===== config.mk =====
export PLATFORM = sky130hd
export DESIGN_NAME = pmod_cmd_rx
export DESIGN_NICKNAME = d
export VERILOG_FILES = /design/src/rtl/pmod_cmd_rx.sv
export SDC_FILE = /design/constraint.sdc
export NUM_CORES = 1
export LEC_CHECK = 0
export CAP_MARGIN = 20
export CORE_MARGIN = 4
export CORE_UTILIZATION = 50
export DETAILED_ROUTE_END_ITERATION = 12
export PLACE_DENSITY = 0.71
export RECOVER_POWER = 25
export SLEW_MARGIN = 20
export SYNTH_ARGS = -nofsm -noshare
export SYNTH_HDL_FRONTEND = slang
export SYNTH_SLANG_ARGS = --single-unit

===== constraint.sdc =====
create_clock -name HCLK -period 2.9 [get_ports HCLK]
set_input_delay 0.435 -clock HCLK [delete_from_list [all_inputs] [get_ports HCLK]]
set_output_delay 0.435 -clock HCLK [all_outputs]
set_load 0.03 [all_outputs]

===== src/rtl/pmod_cmd_rx.sv =====
// PMOD move-code receiver: synchronise, debounce, detect idle-to-move commands
// and queue them in a small FIFO whose head is presented as {valid, code}.
module pmod_cmd_rx #(
  parameter int unsigned DEBOUNCE_CYCLES = 50000,
  parameter int unsigned FIFO_DEPTH      = 4,
  parameter int unsigned CNT_W           = $clog2(FIFO_DEPTH) + 1
) (
  input  logic             HCLK,
  input  logic             HRESETn,
  input  logic [3:0]       PMOD_IN,
  input  logic             IO_START,
  input  logic             IO_DONE,
  output logic [4:0]       IO_PMOD,
  output logic             OVERFLOW,
  output logic [CNT_W-1:0] FIFO_COUNT
);

  localparam int unsigned AW = $clog2(FIFO_DEPTH);
  localparam int unsigned PW = AW + 1;
  localparam int unsigned DW = $clog2(DEBOUNCE_CYCLES);
  localparam logic [DW-1:0] CntMax = DW'(DEBOUNCE_CYCLES - 1);

  logic [3:0]       sync1_q, sync2_q;
  logic [3:0]       cand_q, cand_d;
  logic [DW-1:0]    cnt_q, cnt_d;
  logic [3:0]       stable_q, stable_d;
  logic [3:0]       stable_prev_q;
  logic             done_q, start_q;
  logic [PW-1:0]    wr_ptr_q, wr_ptr_d;
  logic [PW-1:0]    rd_ptr_q, rd_ptr_d;
  logic [3:0]       mem_q [FIFO_DEPTH];
  logic [3:0]       mem_d [FIFO_DEPTH];
  logic             ovf_q, ovf_d;
  logic [CNT_W-1:0] count_q, count_d;

  logic          push_req, pop_req, start_rise;
  logic          empty, full;
  logic          do_push, do_pop;
  logic [AW-1:0] wr_idx, rd_idx;

  // Debouncer: a code must sit unchanged for DEBOUNCE_CYCLES edges before it is adopted.
  always_comb begin
    cand_d   = cand_q;
    cnt_d    = cnt_q;
    stable_d = stable_q;
    if (sync2_q != cand_q) begin
      cand_d = sync2_q;
      cnt_d  = '0;
    end else if (cnt_q != CntMax) begin
      cnt_d = cnt_q + DW'(1);
    end else begin
      stable_d = cand_q;
    end
  end

  assign push_req   = (stable_prev_q == 4'h0) && (stable_q != 4'h0);
  assign pop_req    = IO_DONE & ~done_q;
  assign start_rise = IO_START & ~start_q;

  assign wr_idx = wr_ptr_q[AW-1:0];
  assign rd_idx = rd_ptr_q[AW-1:0];
  assign empty  = (wr_ptr_q == rd_ptr_q);
  assign full   = (wr_ptr_q == {~rd_ptr_q[AW], rd_ptr_q[AW-1:0]});

  // A full FIFO still accepts a push when the head leaves in the same cycle.
  assign do_pop  = pop_req & ~empty;
  assign do_push = push_req & IO_START & (~full | do_pop);

  always_comb begin
    mem_d    = mem_q;
    wr_ptr_d = wr_ptr_q;
    rd_ptr_d = rd_ptr_q;
    if (do_push) begin
      mem_d[wr_idx] = stable_q;
      wr_ptr_d      = wr_ptr_q + PW'(1);
    end
    if (do_pop) begin
      rd_ptr_d = rd_ptr_q + PW'(1);
    end
    count_d = CNT_W'(wr_ptr_d - rd_ptr_d);
  end

  always_comb begin
    ovf_d = ovf_q;
    if (start_rise) begin
      ovf_d = 1'b0;
    end
    if (push_req && IO_START && full && !do_pop) begin
      ovf_d = 1'b1;
    end
  end

  always_ff @(posedge HCLK or negedge HRESETn) begin
    if (!HRESETn) begin
      sync1_q       <= '0;
      sync2_q       <= '0;
      cand_q        <= '0;
      cnt_q         <= '0;
      stable_q      <= '0;
      stable_prev_q <= '0;
      done_q        <= 1'b0;
      start_q       <= 1'b0;
      wr_ptr_q      <= '0;
      rd_ptr_q      <= '0;
      ovf_q         <= 1'b0;
      count_q       <= '0;
      for (int i = 0; i < int'(FIFO_DEPTH); i++) begin
        mem_q[i] <= '0;
      end
    end else begin
      sync1_q       <= PMOD_IN;
      sync2_q       <= sync1_q;
      cand_q        <= cand_d;
      cnt_q         <= cnt_d;
      stable_q      <= stable_d;
      stable_prev_q <= stable_q;
      done_q        <= IO_DONE;
      start_q       <= IO_START;
      wr_ptr_q      <= wr_ptr_d;
      rd_ptr_q      <= rd_ptr_d;
      ovf_q         <= ovf_d;
      count_q       <= count_d;
      for (int i = 0; i < int'(FIFO_DEPTH); i++) begin
        mem_q[i] <= mem_d[i];
      end
    end
  end

  assign IO_PMOD    = empty ? 5'h00 : {1'b1, mem_q[rd_idx]};
  assign OVERFLOW   = ovf_q;
  assign FIFO_COUNT = count_q;

endmodule


==> out/metrics.json, run 1 <==
{
  "grt_overflow_total": 0,
  "drtAntennaViolNets": 0,
  "cts_hold_buf": 0,
  "worst_slew_pin_slew_ps": 1500,
  "num_rows": 26,
  "yosys.area.top_type_share_pct": 57.6,
  "slowest_delay_ps": 600,
  "maxClockFrequency_ghz": 0.370,
  "first_global_vias": 1599,
  "synth-seq-cells": 64,
  "area_growth_syn_to_layout_pct": 14.7,
  "routed-via-count": 1550,
  "synth_largest_area_cell": "dfrtp_1",
  "deepest_level_of_the_cts_h_tree": 3,
  "hp-class": "reg2reg",
  "synth_cells": 208,
  "postCtsSetupBuffers": 0,
  "tritoncts": "done",
  "worstPathRequired_ps": 2470,
  "grt_max_degree": 65,
  "worstSkewPairLatency_ps": 330,
  "placed_wire_length_estimate_mm": 3.01,
  "clkSlewWorstSetupHoldPaths_ps": 70,
  "insertedDiodeCount": 0,
  "vdd_drop_max_mv": 0.365,
  "crit_chain": "mux4_1 -> nor2b_1 -> clkdlybuf4s50_1",
  "critical_path.endpoint_type": "output pin",
  "power_density_nw_per_um2": 624,
  "fp.dieW_um": 82.6,
  "synthDistinctLibCells": 38,
  "timing.critical_path.fanout_max": 7,
  "via_density_per_instance": 5.07,
  "start_util_pct": 53.1,
  "numCtsBuffers": 9,
  "power.leakage_nw": 1.49,
  "slew_limit_headroom_pct": 0.0269,
  "critPathArrivalTime_ps": 2270,
  "start_kind": "flip-flop",
  "port-buffer-count": 16,
  "area_of_the_mapped_netlist_um2": 2780,
  "finalCoreUtilization_pct": 61.0,
  "die_area_um2": 6820,
  "final.period_utilization_pct": 93.3,
  "rsz0062_at_grt": "false",
  "max_cap_viol_count": 1,
  "timing.final.max_slew_violations": 0,
  "crit_slowest_cell": "dfrtp_1",
  "dp_slack_ps": 290,
  "yosysSeqAreaShare_pct": 57.6,
  "initialDrtViolationCount": 53,
  "io-pin-count": 17,
  "timing.final.crit_period_ps": 2700,
  "drt-wirelength-per-cell_um": 14.3,
  "final_area_um2": 3190,
  "dpl-instance-area_um2": 3020,
  "detail_route.wirelength_mm": 4.36,
  "core_region_area_um2": 5240,
  "drc": 0,
  "final_nets": 248,
  "finalHoldViolations": 0,
  "global_routing_usage_summed_across_all_routing_layers_pct": 15.6,
  "fin_ws_ps": 196,
  "critPathKind": "reg2out",
  "finalClockSkew_ps": 6.63,
  "postSynthNetCount": 224,
  "outcome": "finished with violations",
  "synthesis.area_per_instance_um2": 13.4,
  "mostFrequentLayoutCells": "dfrtp_1, mux2_2, nor2_1",
  "setup-tns-final_ps": 0,
  "die_y_um": 82.6,
  "globalplace.congestion": 0.754,
  "antenna_found_initial": 0,
  "root_buffer": "clkbuf_8",
  "synthTopCellsByArea": "dfrtp_1, mux2_2, xnor2_1",
  "failed_checks": "capacitance limit",
  "layout-drive-gt1-share_pct": 20.3,
  "clock_path_buffers": 2,
  "setup_violations": 0,
  "cts.sink_count": 64,
  "synthesis.yosys.warnings": 0,
  "reg2reg_setup_slack_ps": 360,
  "dr.pass1.iters": 4,
  "wire_length_of_the_first_global_routing_pass_mm": 7.68,
  "quantity_of_gates_resized_following_cts": 0,
  "mostFrequentLayoutCell": "dfrtp_1"
}
Yosys cell counts:
cell type and count:
or3_1 1, nor2b_1 5, a21boi_2 1, o311a_1 1
nand4_1 6, a21oi_2 1, o21ai_0 2, xnor2_4 1
xnor2_1 11, buf_2 1, nand3_1 6, mux2i_1 1
nor2_2 1, nor4bb_1 2, fa_1 1, nand2b_1 1
a21oi_1 1, and4_1 1, clkbuf_1 5, and2_0 3
ha_1 7, a211o_4 1, xor2_2 2, xnor3_1 1
nor4_1 1, mux4_2 1, nor2_1 18, nor3_1 2
mux4_1 3, nand2_1 6, mux2_2 21, nor4b_1 1
or4_1 1, and3_1 4, xor2_1 11, inv_1 11
dfrtp_1 64, a32o_1 1
state kept, by name, summed over array words and instances (netlist names), 4 cells and up:
register	flops
cnt_q	16
mem_q	16
cand_q	4
stable_prev_q	4
stable_q	4
sync1_q	4
sync2_q	4
where the power goes:
| group | leakage (nW) | internal (mW) | switching, mW |
|---|---|---|---|
| combinational | 0.554 | 0.147 | 0.177 |
| sequential | 0.838 | 0.947 | 0.0663 |
| clock | 0.0947 | 0.345 | 0.309 |
| total | 1.49 | 1.44 | 0.552 |
worst paths after layout:
| path | start | to | depth (start not counted) |
|---|---|---|---|
| max | rd_ptr_q[0] | IO_PMOD[1] | 3 |
| min | sync1_q[1] | sync2_q[1] | 0 |
| max reg2reg | stable_q[0] | FIFO_COUNT[2] | 9 |
| min reg2reg | sync1_q[1] | sync2_q[1] | 0 |
| max in group asynchronous | HRESETn | sync1_q[1] | 2 |
| min in group asynchronous | HRESETn | cnt_q[10] | 2 |
per-layer routing:
layer	share of wire [%]	vias to the layer above	track usage (%)
li1	-	757	-
met1	49	758	21.6
met2	45	26	21.7
met3	3.9	9	4.45
met4	2.2	0	9.80
met5	0	-	0
logic make-up after synthesis:
| logic type | synth area share (%) |
|---|---|
| AO/OA/AOI/OAI | 2.61 |
| XOR/XNOR | 9.89 |
| adder cells (fa/ha/maj) | 3.87 |
| buffers and inverters | 2.34 |
| flip-flops | 57.6 |
| multiplexers | 12.5 |
| AND/OR/NAND/NOR | 11.2 |
metrics by stage:
stage          instances  hold WS, ps  power (mW)
6_report             306          349        1.99
5_1_grt              306          353        2.10
4_1_cts              306          284        2.03
3_5_place_dp         291          336        1.37
3_3_place_gp         291          334        1.35
2_1_floorplan        208          139        1.23
cell type report:
| cell class | count | area [µm²] |
|---|---|---|
| tap | 70 | 87.6 |
| multi-input combinational | 127 | 1120 |
| clock inverter | 4 | 20.0 |
| clock buffer | 11 | 151 |
| fill | 413 | 2040 |
| timing repair buffer | 19 | 175 |
| inverter | 11 | 41.3 |
| sequential | 64 | 1600 |
critical path, delay by kind of cell (launching register included):
family | cells | cell delay, ps
mux | 1 | 590
buf+inv | 1 | 590
flops | 1 | 600
simple gates | 1 | 150
No activity file was read; power rests on OpenSTA's default activity.
==> run 2, diff against run 1 <==
--- a/config.mk
+++ b/config.mk
@@ -9,8 +9,9 @@
 export CORE_MARGIN = 4
 export CORE_UTILIZATION = 50
 export DETAILED_ROUTE_END_ITERATION = 12
+export GPL_TIMING_DRIVEN = 0
+export MAX_ROUTING_LAYER = met4
 export PLACE_DENSITY = 0.71
-export RECOVER_POWER = 25
 export SLEW_MARGIN = 20
 export SYNTH_ARGS = -nofsm -noshare
 export SYNTH_HDL_FRONTEND = slang
==> run 2 against run 1 <==
Net effect: the flow now finishes without violations; register-to-register slack worse by 20 ps; hold slack better by 5.8 ps; global-route usage rose by 0.23 points; final area grew 1.6%; core utilization grew 0.96 points; clock skew rose by 2.2 ps; wire length down 0.55%.
==> out/metrics.json, run 2 (same netlist as run 1, synthesis figures left out) <==
{
  "hold-path-endpoint": "sync2_q[0]",
  "drtAntennaViolNets": 0,
  "start_kind": "flip-flop",
  "postCtsSetupBuffers": 0,
  "hp-class": "reg2reg",
  "start_util_pct": 53.1,
  "path_buf_inv": 2,
  "timing.critical_path.fanout_max": 6,
  "drc": 0,
  "clkSlewWorstSetupHoldPaths_ps": 70,
  "place.detailed.instances": 295,
  "layout-drive-gt1-share_pct": 19.0,
  "worstPathRequired_ps": 2470,
  "antenna_found_initial": 0,
  "critical_path.endpoint_type": "output pin",
  "die_y_um": 82.6,
  "setup_violations": 0,
  "whs_ps": 355,
  "first_global_vias": 1615,
  "globalplace.congestion": 0.814,
  "insertedDiodeCount": 0,
  "grt_overflow_total": 0,
  "dpl-instance-area_um2": 3050,
  "tritoncts": "done",
  "worstSkewPairLatency_ps": 340,
  "drt-wirelength-per-cell_um": 13.9,
  "finalClockSkew_ps": 8.85,
  "regToRegStartpoint": "stable_q[1]",
  "placed_wire_length_estimate_mm": 2.95,
  "deepest_level_of_the_cts_h_tree": 3,
  "outcome": "completed",
  "power.leakage_nw": 1.50,
  "via_density_per_instance": 5.09,
  "global_routing_usage_summed_across_all_routing_layers_pct": 15.9,
  "design_power_total_mw": 2.06,
  "mostFrequentLayoutCell": "dfrtp_1",
  "num_rows": 26,
  "slew_limit_headroom_pct": 66.6,
  "grt_max_degree": 45,
  "io-pin-count": 17,
  "crit_slowest_cell": "clkdlybuf4s50_1",
  "critPathKind": "reg2out",
  "slowest_delay_ps": 610,
  "area_growth_syn_to_layout_pct": 16.5,
  "final.period_utilization_pct": 92.5,
  "clock_path_buffers": 2,
  "finalCoreUtilization_pct": 61.9,
  "mostFrequentLayoutCells": "dfrtp_1, mux2_2, nor2_1",
  "timing.hold.worst_path_depth": 0,
  "finalHoldViolations": 0,
  "die_area_um2": 6820,
  "max_cap_viol_count": 0,
  "maxClockFrequency_ghz": 0.373,
  "wire_length_of_the_first_global_routing_pass_mm": 7.55,
  "detail_route.wirelength_mm": 4.34,
  "port-buffer-count": 16,
  "top_regs": "cnt_q x16, mem_q x16",
  "hold_start": "sync1_q[0]",
  "numCtsBuffers": 9,
  "final_area_um2": 3240,
  "cts.sink_count": 64,
  "rsz0062_at_grt": "false",
  "power_density_nw_per_um2": 635,
  "vdd_drop_max_mv": 0.395,
  "reg2reg_setup_slack_ps": 340,
  "routed-via-count": 1589,
  "worst_r2r_path_depth": 9,
  "setup-tns-final_ps": 0,
  "cp_num_cells": 4,
  "dp_slack_ps": 324,
  "instances_no_fill": 312,
  "core_region_area_um2": 5240,
  "root_buffer": "clkbuf_8",
  "crit-reg2reg-capture": "FIFO_COUNT[2]",
  "fp.dieW_um": 82.6,
  "cpLargestDelayFamily": "buffers and inverters",
  "dr.pass1.iters": 4,
  "worst_slew_pin_slew_ps": 497,
  "fin_ws_ps": 217,
  "crit_chain": "buf_2 -> mux4_1 -> nor2b_1 -> clkdlybuf4s50_1",
  "initialDrtViolationCount": 83,
  "timing.final.max_slew_violations": 0,
  "critPathArrivalTime_ps": 2250,
  "timing.final.crit_period_ps": 2680,
  "final_nets": 253
}
-- run 2: changes by cell type in the layout (fill, tap and decap cells not counted), moves of 2 or more --
cell | previous run | this run
clkbuf_1 | 0 | 8
clkdlybuf4s50_1 | 9 | 15
dlygate4sd3_1 | 6 | 1
clkbuf_8 | 11 | 9
-- run 2: worst max path at each step --
| stage | from | end | slack (ps) |
|---|---|---|---|
| after floorplan | stable_q[1] | FIFO_COUNT[2] | 590 |
| after global placement | HRESETn | mem_q[8] | -660 |
| after detailed placement | IO_START | FIFO_COUNT[2] | 320 |
| after CTS | rd_ptr_q[0] | IO_PMOD[1] | 200 |
| after global routing | rd_ptr_q[0] | IO_PMOD[1] | 90 |
| final | rd_ptr_q[0] | IO_PMOD[1] | 220 |
-- run 2: power by group --
group	leakage (nW)	switching (mW)	internal (mW)
combinational	0.564	0.200	0.151
sequential	0.838	0.0407	0.947
clock	0.0941	0.327	0.394
-- run 2: routing by layer --
metal | wire (µm) | global-route usage (%) | up-vias | share of wire, %
met5 | 0 | - | - | 0
met4 | 110 | 9.31 | 0 | 2.5
met3 | 147 | 4.01 | 11 | 3.4
met2 | 1920 | 22.8 | 22 | 44
met1 | 2160 | 20.4 | 784 | 50
li1 | - | - | 772 | -
-- run 2: final cells by class --
| cell class | instances | area [µm²] |
|---|---|---|
| fillers | 414 | 1990 |
| flip-flops and latches | 64 | 1600 |
| multi-input cells | 127 | 1120 |
| repair buffers | 18 | 188 |
| clock buffers | 12 | 135 |
| well taps | 70 | 87.6 |
| clock inverters | 4 | 45.0 |
| inverters | 11 | 41.3 |
| plain buffers | 6 | 23.8 |
-- run 2: what timing repair did --
item                                   4_1_cts  5_1_grt
setup endpoints to repair                    1        0
endpoints found under the hold margin       20        0
resized for setup                            1        0
hold buffers                                 1        0
